**src/rtl/mem_pkg.sv**
```systemverilog
// Shared types and default widths for the memory request front-end.
// Everything here is compile-time only. The default constants are used
// as parameter defaults by the interface and the controller.
package mem_pkg;

    localparam int DEF_ADDR_W     = 16;
    localparam int DEF_DATA_W     = 16;
    localparam int DEF_FIFO_DEPTH = 4;
    localparam int DEF_RD_LAT     = 1;

    typedef logic [DEF_ADDR_W-1:0] mem_addr_t;
    typedef logic [DEF_DATA_W-1:0] mem_data_t;

    typedef struct packed {
        logic      wr;
        mem_addr_t addr;
        mem_data_t wdata;
    } mem_req_t;

    typedef enum logic [1:0] {
        IDLE = 2'd0,
        WR   = 2'd1,
        RD   = 2'd2
    } ctrl_state_e;

endpackage

```
**src/rtl/mem_req_ctrl_if.sv**
```systemverilog
// Bundle of every bus signal of mem_req_ctrl except clk/rst.
//   request side : req_valid/req_ready/req_wr/req_addr/req_wdata
//   memory side  : mem_en/mem_we/mem_addr/mem_wdata/mem_rdata
//   response     : rsp_valid/rsp_data/rsp_addr
//   status       : busy, wr_count, rd_count
// The slave modport is the controller. The master modport is whoever drives
// requests and models the memory array.
interface mem_req_ctrl_if
    import mem_pkg::*;
#(
    parameter int ADDR_W = DEF_ADDR_W,
    parameter int DATA_W = DEF_DATA_W
);
    logic              req_valid;
    logic              req_ready;
    logic              req_wr;
    logic [ADDR_W-1:0] req_addr;
    logic [DATA_W-1:0] req_wdata;
    logic              mem_en;
    logic              mem_we;
    logic [ADDR_W-1:0] mem_addr;
    logic [DATA_W-1:0] mem_wdata;
    logic [DATA_W-1:0] mem_rdata;
    logic              rsp_valid;
    logic [DATA_W-1:0] rsp_data;
    logic [ADDR_W-1:0] rsp_addr;
    logic              busy;
    logic [15:0]       wr_count;
    logic [15:0]       rd_count;

    modport slave (
        input  req_valid, req_wr, req_addr, req_wdata, mem_rdata,
        output req_ready, mem_en, mem_we, mem_addr, mem_wdata,
               rsp_valid, rsp_data, rsp_addr, busy, wr_count, rd_count
    );

    modport master (
        output req_valid, req_wr, req_addr, req_wdata, mem_rdata,
        input  req_ready, mem_en, mem_we, mem_addr, mem_wdata,
               rsp_valid, rsp_data, rsp_addr, busy, wr_count, rd_count
    );

endinterface

```
**src/rtl/mem_req_fifo.sv**
```systemverilog
// Synchronous request FIFO with a registered head word.
//   clk, rst   : clock, synchronous active-high reset
//   push, din  : write side (ignored while full)
//   pop        : consume head (ignored while empty)
//   head       : registered copy of the oldest entry, valid while !empty
//   full/empty : occupancy flags
module mem_req_fifo
    import mem_pkg::*;
#(
    parameter int WIDTH = 1 + DEF_ADDR_W + DEF_DATA_W,
    parameter int DEPTH = DEF_FIFO_DEPTH
) (
    input  logic             clk,
    input  logic             rst,
    input  logic             push,
    input  logic [WIDTH-1:0] din,
    input  logic             pop,
    output logic [WIDTH-1:0] head,
    output logic             full,
    output logic             empty
);
    localparam int PTR_W = (DEPTH > 1) ? $clog2(DEPTH) : 1;
    localparam int CNT_W = PTR_W + 1;

    logic [WIDTH-1:0] mem_reg [DEPTH];
    logic [PTR_W-1:0] wr_ptr_reg;
    logic [PTR_W-1:0] rd_ptr_reg;
    logic [PTR_W-1:0] rd_ptr_inc;
    logic [CNT_W-1:0] count_reg;
    logic [WIDTH-1:0] head_reg;
    logic [WIDTH-1:0] head_next;
    logic             do_push;
    logic             do_pop;

    assign full       = (count_reg == CNT_W'(DEPTH));
    assign empty      = (count_reg == '0);
    assign do_push    = push && !full;
    assign do_pop     = pop && !empty;
    assign rd_ptr_inc = rd_ptr_reg + 1'b1;
    assign head       = head_reg;

    // The head register must already show the next entry on the cycle after
    // a pop, so it looks ahead. When the FIFO is empty, or is being drained
    // to empty, the incoming word goes straight into the head register.
    always_comb begin
        head_next = head_reg;
        if (do_push && (empty || (do_pop && count_reg == CNT_W'(1)))) begin
            head_next = din;
        end else if (do_pop && count_reg > CNT_W'(1)) begin
            head_next = mem_reg[rd_ptr_inc];
        end
    end

    always_ff @(posedge clk) begin
        if (do_push) begin
            mem_reg[wr_ptr_reg] <= din;
        end
    end

    always_ff @(posedge clk) begin
        if (rst) begin
            wr_ptr_reg <= '0;
            rd_ptr_reg <= '0;
            count_reg  <= '0;
            head_reg   <= '0;
        end else begin
            head_reg <= head_next;
            if (do_push) begin
                wr_ptr_reg <= wr_ptr_reg + 1'b1;
            end
            if (do_pop) begin
                rd_ptr_reg <= rd_ptr_inc;
            end
            count_reg <= count_reg + CNT_W'(do_push) - CNT_W'(do_pop);
        end
    end

endmodule

```
**src/rtl/mem_req_ctrl.sv**
```systemverilog
// Request front-end for a single-port synchronous memory.
//   clk, rst : clock, synchronous active-high reset
//   bus      : mem_req_ctrl_if.slave with the request, memory, response and
//              status signals (see the interface file)
// Requests are buffered in mem_req_fifo and issued in order, one at a time.
// Writes stream at one per cycle. A read holds the memory port until its data
// has been captured and returned as a one-cycle rsp_valid pulse.
module mem_req_ctrl
    import mem_pkg::*;
#(
    parameter int ADDR_W     = DEF_ADDR_W,
    parameter int DATA_W     = DEF_DATA_W,
    parameter int FIFO_DEPTH = DEF_FIFO_DEPTH,
    parameter int RD_LAT     = DEF_RD_LAT
) (
    input  logic          clk,
    input  logic          rst,
    mem_req_ctrl_if.slave bus
);
    localparam int         ENTRY_W  = 1 + ADDR_W + DATA_W;
    localparam logic [1:0] ST_IDLE  = IDLE;
    localparam logic [1:0] ST_WR    = WR;
    localparam logic [1:0] ST_RD    = RD;
    localparam logic [1:0] RD_WAIT  = 2'(RD_LAT);

    logic [ENTRY_W-1:0] fifo_din;
    logic [ENTRY_W-1:0] fifo_head;
    logic               fifo_full;
    logic               fifo_empty;
    logic               fifo_pop;
    logic               head_wr;
    logic [ADDR_W-1:0]  head_addr;
    logic [DATA_W-1:0]  head_wdata;

    logic [1:0]         state_reg;
    logic [1:0]         wait_cnt_reg;
    logic               mem_en_reg;
    logic               mem_we_reg;
    logic [ADDR_W-1:0]  mem_addr_reg;
    logic [DATA_W-1:0]  mem_wdata_reg;
    logic               rsp_valid_reg;
    logic [DATA_W-1:0]  rsp_data_reg;
    logic [ADDR_W-1:0]  rsp_addr_reg;
    logic [15:0]        wr_count_reg;
    logic [15:0]        rd_count_reg;

    assign fifo_din = {bus.req_wr, bus.req_addr, bus.req_wdata};
    assign {head_wr, head_addr, head_wdata} = fifo_head;

    // A new request may be issued from IDLE, and from WR at the edge where
    // the memory takes the previous write. No issue is allowed while a read
    // is outstanding.
    assign fifo_pop = !fifo_empty && (state_reg == ST_IDLE || state_reg == ST_WR);

    mem_req_fifo #(
        .WIDTH (ENTRY_W),
        .DEPTH (FIFO_DEPTH)
    ) u_fifo (
        .clk   (clk),
        .rst   (rst),
        .push  (bus.req_valid),
        .din   (fifo_din),
        .pop   (fifo_pop),
        .head  (fifo_head),
        .full  (fifo_full),
        .empty (fifo_empty)
    );

    always_ff @(posedge clk) begin
        if (rst) begin
            state_reg     <= ST_IDLE;
            wait_cnt_reg  <= '0;
            mem_en_reg    <= 1'b0;
            mem_we_reg    <= 1'b0;
            mem_addr_reg  <= '0;
            mem_wdata_reg <= '0;
            rsp_valid_reg <= 1'b0;
            rsp_data_reg  <= '0;
            rsp_addr_reg  <= '0;
            wr_count_reg  <= '0;
            rd_count_reg  <= '0;
        end else begin
            rsp_valid_reg <= 1'b0;
            case (state_reg)
                ST_RD: begin
                    // The first RD edge is the memory sample edge. After it,
                    // count down the read latency and then capture the data.
                    mem_en_reg <= 1'b0;
                    mem_we_reg <= 1'b0;
                    if (wait_cnt_reg == 2'd0) begin
                        rsp_valid_reg <= 1'b1;
                        rsp_data_reg  <= bus.mem_rdata;
                        rsp_addr_reg  <= mem_addr_reg;
                        rd_count_reg  <= rd_count_reg + 16'd1;
                        state_reg     <= ST_IDLE;
                    end else begin
                        wait_cnt_reg <= wait_cnt_reg - 2'd1;
                    end
                end
                default: begin
                    // IDLE and WR, plus the unused encoding, which
                    // recovers as IDLE.
                    if (state_reg == ST_WR) begin
                        wr_count_reg <= wr_count_reg + 16'd1;
                    end
                    if (fifo_pop) begin
                        mem_en_reg    <= 1'b1;
                        mem_we_reg    <= head_wr;
                        mem_addr_reg  <= head_addr;
                        mem_wdata_reg <= head_wdata;
                        wait_cnt_reg  <= RD_WAIT;
                        state_reg     <= head_wr ? ST_WR : ST_RD;
                    end else begin
                        mem_en_reg <= 1'b0;
                        mem_we_reg <= 1'b0;
                        state_reg  <= ST_IDLE;
                    end
                end
            endcase
        end
    end

    assign bus.req_ready = !fifo_full;
    assign bus.mem_en    = mem_en_reg;
    assign bus.mem_we    = mem_we_reg;
    assign bus.mem_addr  = mem_addr_reg;
    assign bus.mem_wdata = mem_wdata_reg;
    assign bus.rsp_valid = rsp_valid_reg;
    assign bus.rsp_data  = rsp_data_reg;
    assign bus.rsp_addr  = rsp_addr_reg;
    assign bus.busy      = !fifo_empty || (state_reg != ST_IDLE);
    assign bus.wr_count  = wr_count_reg;
    assign bus.rd_count  = rd_count_reg;

endmodule

```
**src/flat_wrapper.sv**
```systemverilog
// flat-port wrapper written by rule: the top's interface ports become plain ports
module mem_req_ctrl_flat import mem_pkg::*;
#(
    parameter int ADDR_W     = DEF_ADDR_W,
    parameter int DATA_W     = DEF_DATA_W,
    parameter int FIFO_DEPTH = DEF_FIFO_DEPTH,
    parameter int RD_LAT     = DEF_RD_LAT
)
  (clk, rst, bus_req_valid, bus_req_wr, bus_req_addr, bus_req_wdata, bus_mem_rdata, bus_req_ready, bus_mem_en, bus_mem_we, bus_mem_addr, bus_mem_wdata, bus_rsp_valid, bus_rsp_data, bus_rsp_addr, bus_busy, bus_wr_count, bus_rd_count);
  mem_req_ctrl_if #(.ADDR_W(ADDR_W), .DATA_W(DATA_W)) bus_i ();
  input  logic clk;
  input  logic rst;
  input wire logic [$bits(bus_i.req_valid)-1:0] bus_req_valid;
  input wire logic [$bits(bus_i.req_wr)-1:0] bus_req_wr;
  input wire logic [$bits(bus_i.req_addr)-1:0] bus_req_addr;
  input wire logic [$bits(bus_i.req_wdata)-1:0] bus_req_wdata;
  input wire logic [$bits(bus_i.mem_rdata)-1:0] bus_mem_rdata;
  output wire logic [$bits(bus_i.req_ready)-1:0] bus_req_ready;
  output wire logic [$bits(bus_i.mem_en)-1:0] bus_mem_en;
  output wire logic [$bits(bus_i.mem_we)-1:0] bus_mem_we;
  output wire logic [$bits(bus_i.mem_addr)-1:0] bus_mem_addr;
  output wire logic [$bits(bus_i.mem_wdata)-1:0] bus_mem_wdata;
  output wire logic [$bits(bus_i.rsp_valid)-1:0] bus_rsp_valid;
  output wire logic [$bits(bus_i.rsp_data)-1:0] bus_rsp_data;
  output wire logic [$bits(bus_i.rsp_addr)-1:0] bus_rsp_addr;
  output wire logic [$bits(bus_i.busy)-1:0] bus_busy;
  output wire logic [$bits(bus_i.wr_count)-1:0] bus_wr_count;
  output wire logic [$bits(bus_i.rd_count)-1:0] bus_rd_count;
  assign bus_i.req_valid = bus_req_valid;
  assign bus_i.req_wr = bus_req_wr;
  assign bus_i.req_addr = bus_req_addr;
  assign bus_i.req_wdata = bus_req_wdata;
  assign bus_i.mem_rdata = bus_mem_rdata;
  assign bus_req_ready = bus_i.req_ready;
  assign bus_mem_en = bus_i.mem_en;
  assign bus_mem_we = bus_i.mem_we;
  assign bus_mem_addr = bus_i.mem_addr;
  assign bus_mem_wdata = bus_i.mem_wdata;
  assign bus_rsp_valid = bus_i.rsp_valid;
  assign bus_rsp_data = bus_i.rsp_data;
  assign bus_rsp_addr = bus_i.rsp_addr;
  assign bus_busy = bus_i.busy;
  assign bus_wr_count = bus_i.wr_count;
  assign bus_rd_count = bus_i.rd_count;
  mem_req_ctrl #(.ADDR_W(ADDR_W), .DATA_W(DATA_W), .FIFO_DEPTH(FIFO_DEPTH), .RD_LAT(RD_LAT)) u_core (.clk(clk), .rst(rst), .bus(bus_i));
endmodule
```
**config.mk**
```make
export PLATFORM = sky130hd
export DESIGN_NAME = mem_req_ctrl_flat
export DESIGN_NICKNAME = d
export VERILOG_FILES = /design/src/rtl/mem_pkg.sv /design/src/rtl/mem_req_ctrl_if.sv /design/src/rtl/mem_req_fifo.sv /design/src/rtl/mem_req_ctrl.sv /design/src/flat_wrapper.sv
export SDC_FILE = /design/constraint.sdc
export NUM_CORES = 1
export LEC_CHECK = 0
export CORE_MARGIN = 4
export CORE_UTILIZATION = 50
export DETAILED_ROUTE_END_ITERATION = 16
export DONT_BUFFER_PORTS = 1
export MAX_ROUTING_LAYER = met4
export PLACE_DENSITY_LB_ADDON = 0.08
export SYNTH_ARGS = -nofsm -noshare
export SYNTH_HDL_FRONTEND = slang
export SYNTH_SLANG_ARGS = --single-unit
export TNS_END_PERCENT = 50
```
**constraint.sdc**
```tcl
create_clock -name clk -period 2.6 [get_ports clk]
set_clock_uncertainty 0.15 [all_clocks]
set_input_delay 0.52 -clock clk [delete_from_list [all_inputs] [get_ports clk]]
set_output_delay 0.52 -clock clk [all_outputs]
set_load 0.01 [all_outputs]
```
==> out/qor.yml, run 1 <==
via_count: 6850
largest_reg_flops: 132
finalSetupViolations: 0
grt_max_degree: 110
grt_pass1_vias: 6706
start_util_pct: 51.3
maxCapViolCount: 0
ant_nets: 0
synth-seq-cells: 275
syn-num-nets: 934
hold_start: "bus_req_addr[0]"
period_share_pct: 96.7
cts_buffer_depth: 3
yosysTopAreaCellShare_pct: 37.9
fmax_mhz: 398
cts_sinks: 275
crit_path_end_kind: "register"
yosysSeqAreaShare_pct: 65.3
required_ns: 2.92
worst_pin_slew_ns: 0.940
cts.clk_slew.worst_paths_ns: 0.06
hpwl_mm: 13.5
finalHoldViolCount: 0
grt_use_total_pct: 20.4
syn_avg_cell_area_um2: 12.0
yosysWarnings: 0
regToRegStartpoint: "u_core.bus.rd_count[5]"
drt_iter0_markers: 411
dieWidth_um: 153
critPathLaunch: "u_core.bus.rd_count[5]"
synthTopCellsByArea: "edfxtp_1 38%, dfxtp_1 27%, nand2_1 7.5%, mux4_2 7.1%, a21oi_1 3.5%"
share_comb_of_total_power_pct: 25.0
crit_chain: "and4_1 -> nand4_2 -> or4_1 -> a21oi_1 -> dlygate4sd3_1"
hold_path_end: "u_core.u_fifo.head[16]"
instances_no_fill: 1234
multi_input_comb_area_um2: 3390
path_class: "register to register"
layout_commonest_cell: "nand2_1"
min_period_ns: 2.51
netlist_instances: 871
cp_slowest_cell: "or4_1"
p_seq_share_pct: 46.1
ir_drop_mv: 0.611
syn2layout_area_growth_pct: 19.1
hold_depth: 2
crit_family: "simple AND/OR/NAND/NOR gates"
nFillCells: 1603
final_util_pct: 61.1
rsz0062_at_grt: "yes"
antenna_found_initial: 0
clkPwrFrac_pct: 28.9
root_buffer: "clkbuf_16"
drive_above_1_share_pct: 11.0
worstPathArrival_ns: 2.84
regToRegSetupSlack_ns: 0.09
cts_max_level: 1
timing.rr.end: "u_core.bus.rd_count[15]"
power_density_nw_per_um2: 1030
slowest_delay_ns: 0.57
cp-start-kind: "register"
fp.dieH_um: 153
rows: 52
internal_power_mw: 8.83
numCtsBuffers: 29
async_reset_ff_share_pct: 0
drt-pass1-iter-count: 5
dieArea_um2: 23300
drt-vias-per-instance: 5.55
placedCellCount: 1101
switching_share_pct: 31.5
hold_class: "primary input to register"
synth_edf_count: 132
tritoncts: "done"
wl_per_cell_um: 18.9
clock_latency_ns: 0.53
ios: 153
ys.flop_type: "dfxtp_1"
relSlewSlack_pct: 37.3
outcome: "complete, no violations"
syn_area_um2: 10500
place_congestion: 0.833
portBuffers: 0
drc: 0
ff_latch_area_um2: 6840
crit_fanout: 10
routed_wl_mm: 23.4
overflow: 0
fin_nets: 1006
coreArea_um2: 20400
diodes: 0
synth_cell_types: 43
post_cts_buffers: 0
cp.buffers_inverters: 1
p_leak_nw: 4.32
grt_pass1_wl_mm: 37.5
synth_top_cell_by_area: "edfxtp_1"
p_sw_mw: 4.06
final_cell_mix: "208 x nand2_1, 135 x dfxtp_1, 132 x edfxtp_1, 80 x dlygate4sd3_1, 74 x a21oi_1"
slew_viol_final: 0
r2r_cells: 5
-- power by group through the flow --
stage          Combinational [mW]  Sequential, mW  Clock, mW
3_3_place_gp                 2.96            6.00          0
3_5_place_dp                 3.01            6.04          0
2_1_floorplan                2.33            5.83          0
5_1_grt                      3.62            6.03       4.01
6_report                     3.22            5.95       3.72
4_1_cts                      3.23            5.95       3.81
-- worst max path at each step --
stage                                       endpoint  slack [ns]  cells past startpoint
final                        u_core.bus.rd_count[15]        0.09                      5
after global routing          u_core.u_fifo.head[32]       -0.01                      8
after CTS                     u_core.u_fifo.head[32]        0.04                      8
after detailed placement  u_core.u_fifo.count_reg[1]        0.35                      8
after global placement    u_core.u_fifo.count_reg[1]        0.39                      8
after floorplan           u_core.u_fifo.count_reg[2]        0.08                     11
-- area by class of cell --
cell class | count | share of cell area (%)
flip-flops and latches | 275 | 54.9
multi-input cells | 531 | 27.2
repair buffers | 95 | 7.90
clock buffers | 45 | 6.64
well taps | 270 | 2.71
inverters | 11 | 0.332
clock inverters | 7 | 0.261
-- synth_stat cells, drive strengths merged, types with 4 or more instances --
master and n:
a21oi 74, a311oi 33, and2 4, and3 5
and4 4, buf 22, clkbuf 32, dfxtp 143
edfxtp 132, ha 10, inv 11, mux4 33
nand2 208, nand3 11, nand4 11, nor2 65
nor3 4, nor4 4, o31ai 4, or3 5
or4 4, xnor2 11, xor2 15
-- layer usage --
layer	up-vias	wire (um)	track usage, %
met5	-	0	-
met4	0	359	4.50
met3	36	1940	5.60
met2	235	10800	31.7
met1	3311	10300	27.1
li1	3268	-	-
-- cells by family (layout without fill, tap and decap cells) --
kind of cell             Yosys count  after routing  share of synthesized area (%)
AO/OA/AOI/OAI                    120            120                           7.21
XOR/XNOR                          26             26                           2.18
adder cells (fa/ha/maj)           11             11                           1.39
buffers and inverters             65            158                           2.56
flip-flops                       275            275                           65.3
multiplexers                      34             34                           7.21
AND/OR/NAND/NOR                  340            340                           14.1
-- through the flow --
step                TNS (ns)  worst slack, ns  power [mW]  hold WS [ns]  cell area, um^2
floorplan                  0           0.0773        8.15         0.282            10500
global placement           0            0.394        8.96         0.282            10700
detailed placement         0            0.354        9.05         0.293            10700
CTS                        0           0.0393        13.0      0.000819            12400
global route        -0.00969         -0.00969        13.7       0.00943            12400
finish                     0           0.0863        12.9        0.0251            12400
-- what timing repair did --
action,CTS,global route
resized for setup,0,10
hold buffers,81,0
endpoints found under the hold margin,273,0
setup endpoints to repair,0,5
Note: power is estimated with default switching activity, not from simulation.
==> run 2: changes to the inputs <==
==> constraint.sdc (replaced) <==
create_clock -name clk -period 2.3 [get_ports clk]
set_clock_uncertainty 0.15 [all_clocks]
set_input_delay 0.46 -clock clk [delete_from_list [all_inputs] [get_ports clk]]
set_output_delay 0.46 -clock clk [all_outputs]
set_load 0.01 [all_outputs]
==> out/qor.yml, run 2 (synthesis gave the netlist of run 1 again) <==
grt_use_total_pct: 20.6
instances_no_fill: 1295
slew_viol_final: 0
cts_sinks: 275
drive_above_1_share_pct: 13.2
cp_slowest_cell: "fa_2"
grt_pass1_wl_mm: 38.5
fmax_mhz: 433
routed_wl_mm: 24.0
numCtsBuffers: 28
hpwl_mm: 14.0
place_congestion: 0.814
rsz0062_at_grt: "yes"
ir_drop_mv: 0.683
clock_latency_ns: 0.53
nFillCells: 1542
cp-start-kind: "register"
worstPathArrival_ns: 2.58
drc: 0
fp.dieH_um: 153
finalHoldViolCount: 21
grt_max_degree: 142
drt-pass1-iter-count: 4
violations: "negative hold slack, negative setup slack"
pre_cts_ws_ns: 0.0170
hold_class: "primary input to register"
worst_pin_slew_ns: 0.919
rows: 52
wl_per_cell_um: 18.5
dieArea_um2: 23300
fin_nets: 1066
cts.clk_slew.worst_paths_ns: 0.06
power.total_mw: 15.5
p_leak_nw: 4.77
syn2layout_area_growth_pct: 25.7
power_density_nw_per_um2: 1180
overflow: 0
dieWidth_um: 153
antenna_found_initial: 0
ant_nets: 0
final_util_pct: 64.5
via_count: 7144
period_share_pct: 101
ios: 153
coreArea_um2: 20400
drt-vias-per-instance: 5.52
start_util_pct: 51.3
post_cts_buffers: 0
layout_commonest_cell: "nand2_1"
crit_path_end_kind: "register"
crit_chain: "or3b_4 -> and2_1 -> inv_2 -> ha_1 -> inv_1 -> ha_2 -> fa_2 -> nor2b_1"
portBuffers: 0
drt_iter0_markers: 459
worst_slack_ns: -0.0119
finalSetupViolations: 1
required_ns: 2.57
cts_max_level: 1
grt_pass1_vias: 7164
diodes: 0
crit_fanout: 4
root_buffer: "clkbuf_16"
outcome: "finished with violations"
tritoncts: "done"
crit_family: "adder cells"
placedCellCount: 1120
slowest_delay_ns: 0.42
cts_buffer_depth: 3
final_cell_mix: "208 x nand2_1, 137 x dfxtp_1, 132 x edfxtp_1, 123 x dlygate4sd3_1, 74 x a21oi_1"
whs_ns: -0.136
min_period_ns: 2.31
relSlewSlack_pct: 38.7
maxCapViolCount: 0
cp.buffers_inverters: 2
path_class: "register to register"
largest_reg_flops: 132
==> run 2: power by group <==
| group | switching [mW] | total [mW] | internal (mW) |
|---|---|---|---|
| Clock | 1.87 | 4.74 | 2.87 |
| Sequential | 0.628 | 6.66 | 6.04 |
| Combinational | 2.29 | 4.15 | 1.86 |
| Total | 4.78 | 15.5 | 10.8 |
==> run 2: path summary, 6_finish.rpt <==
kind | start | endpoint | slack (ns) | depth (start not counted)
setup / recovery | u_core.u_fifo.count_reg[0] | u_core.u_fifo.count_reg[1] | -0.01 | 8
hold / removal | rst | u_core.u_fifo.count_reg[0] | -0.14 | 1
setup reg to reg | u_core.u_fifo.count_reg[0] | u_core.u_fifo.count_reg[1] | -0.01 | 8
hold reg to reg | u_core.wait_cnt_reg[0] | u_core.wait_cnt_reg[0] | 0.34 | 1
==> run 2: stage by stage <==
step	TNS, ns	area, um^2
floorplan	0	10500
global placement	0	10900
detailed placement	0	10900
CTS	0	13000
global route	-0.110	13100
finish	-0.0119	13100
==> run 2: layout make-up <==
cell class	count	area (um^2)	share of cell area, %
clock inverter	22	254	1.93
timing repair buffer	156	1530	11.7
multi-input combinational	531	3410	25.9
sequential	275	6830	52.0
clock buffer	30	729	5.55
tap	270	338	2.57
inverter	11	43.8	0.333
==> run 2: timing repair <==
item,4_1_cts,5_1_grt
hold buffers,110,13
gates resized for setup,0,13
hold endpoints to repair,273,64
endpoints found under the setup margin,0,61
==> run 2: worst reg2reg max path: cells and delay by family (launching register included) <==
| kind | cells | cell delay (ns) |
|---|---|---|
| DFF | 1 | 0.35 |
| adders and majority gates | 3 | 0.84 |
| and+or+nand+nor | 3 | 0.73 |
| buffers and inverters | 2 | 0.14 |
==> run 2: layer usage <==
| metal | share of wire (%) | global-route usage [%] | vias to the layer above | wire length (um) |
|---|---|---|---|---|
| li1 | - | - | 3390 | - |
| met1 | 42 | 27.0 | 3486 | 10100 |
| met2 | 49 | 33.7 | 238 | 11700 |
| met3 | 7.6 | 4.37 | 30 | 1810 |
| met4 | 1.5 | 4.50 | 0 | 350 |
| met5 | 0 | - | - | 0 |
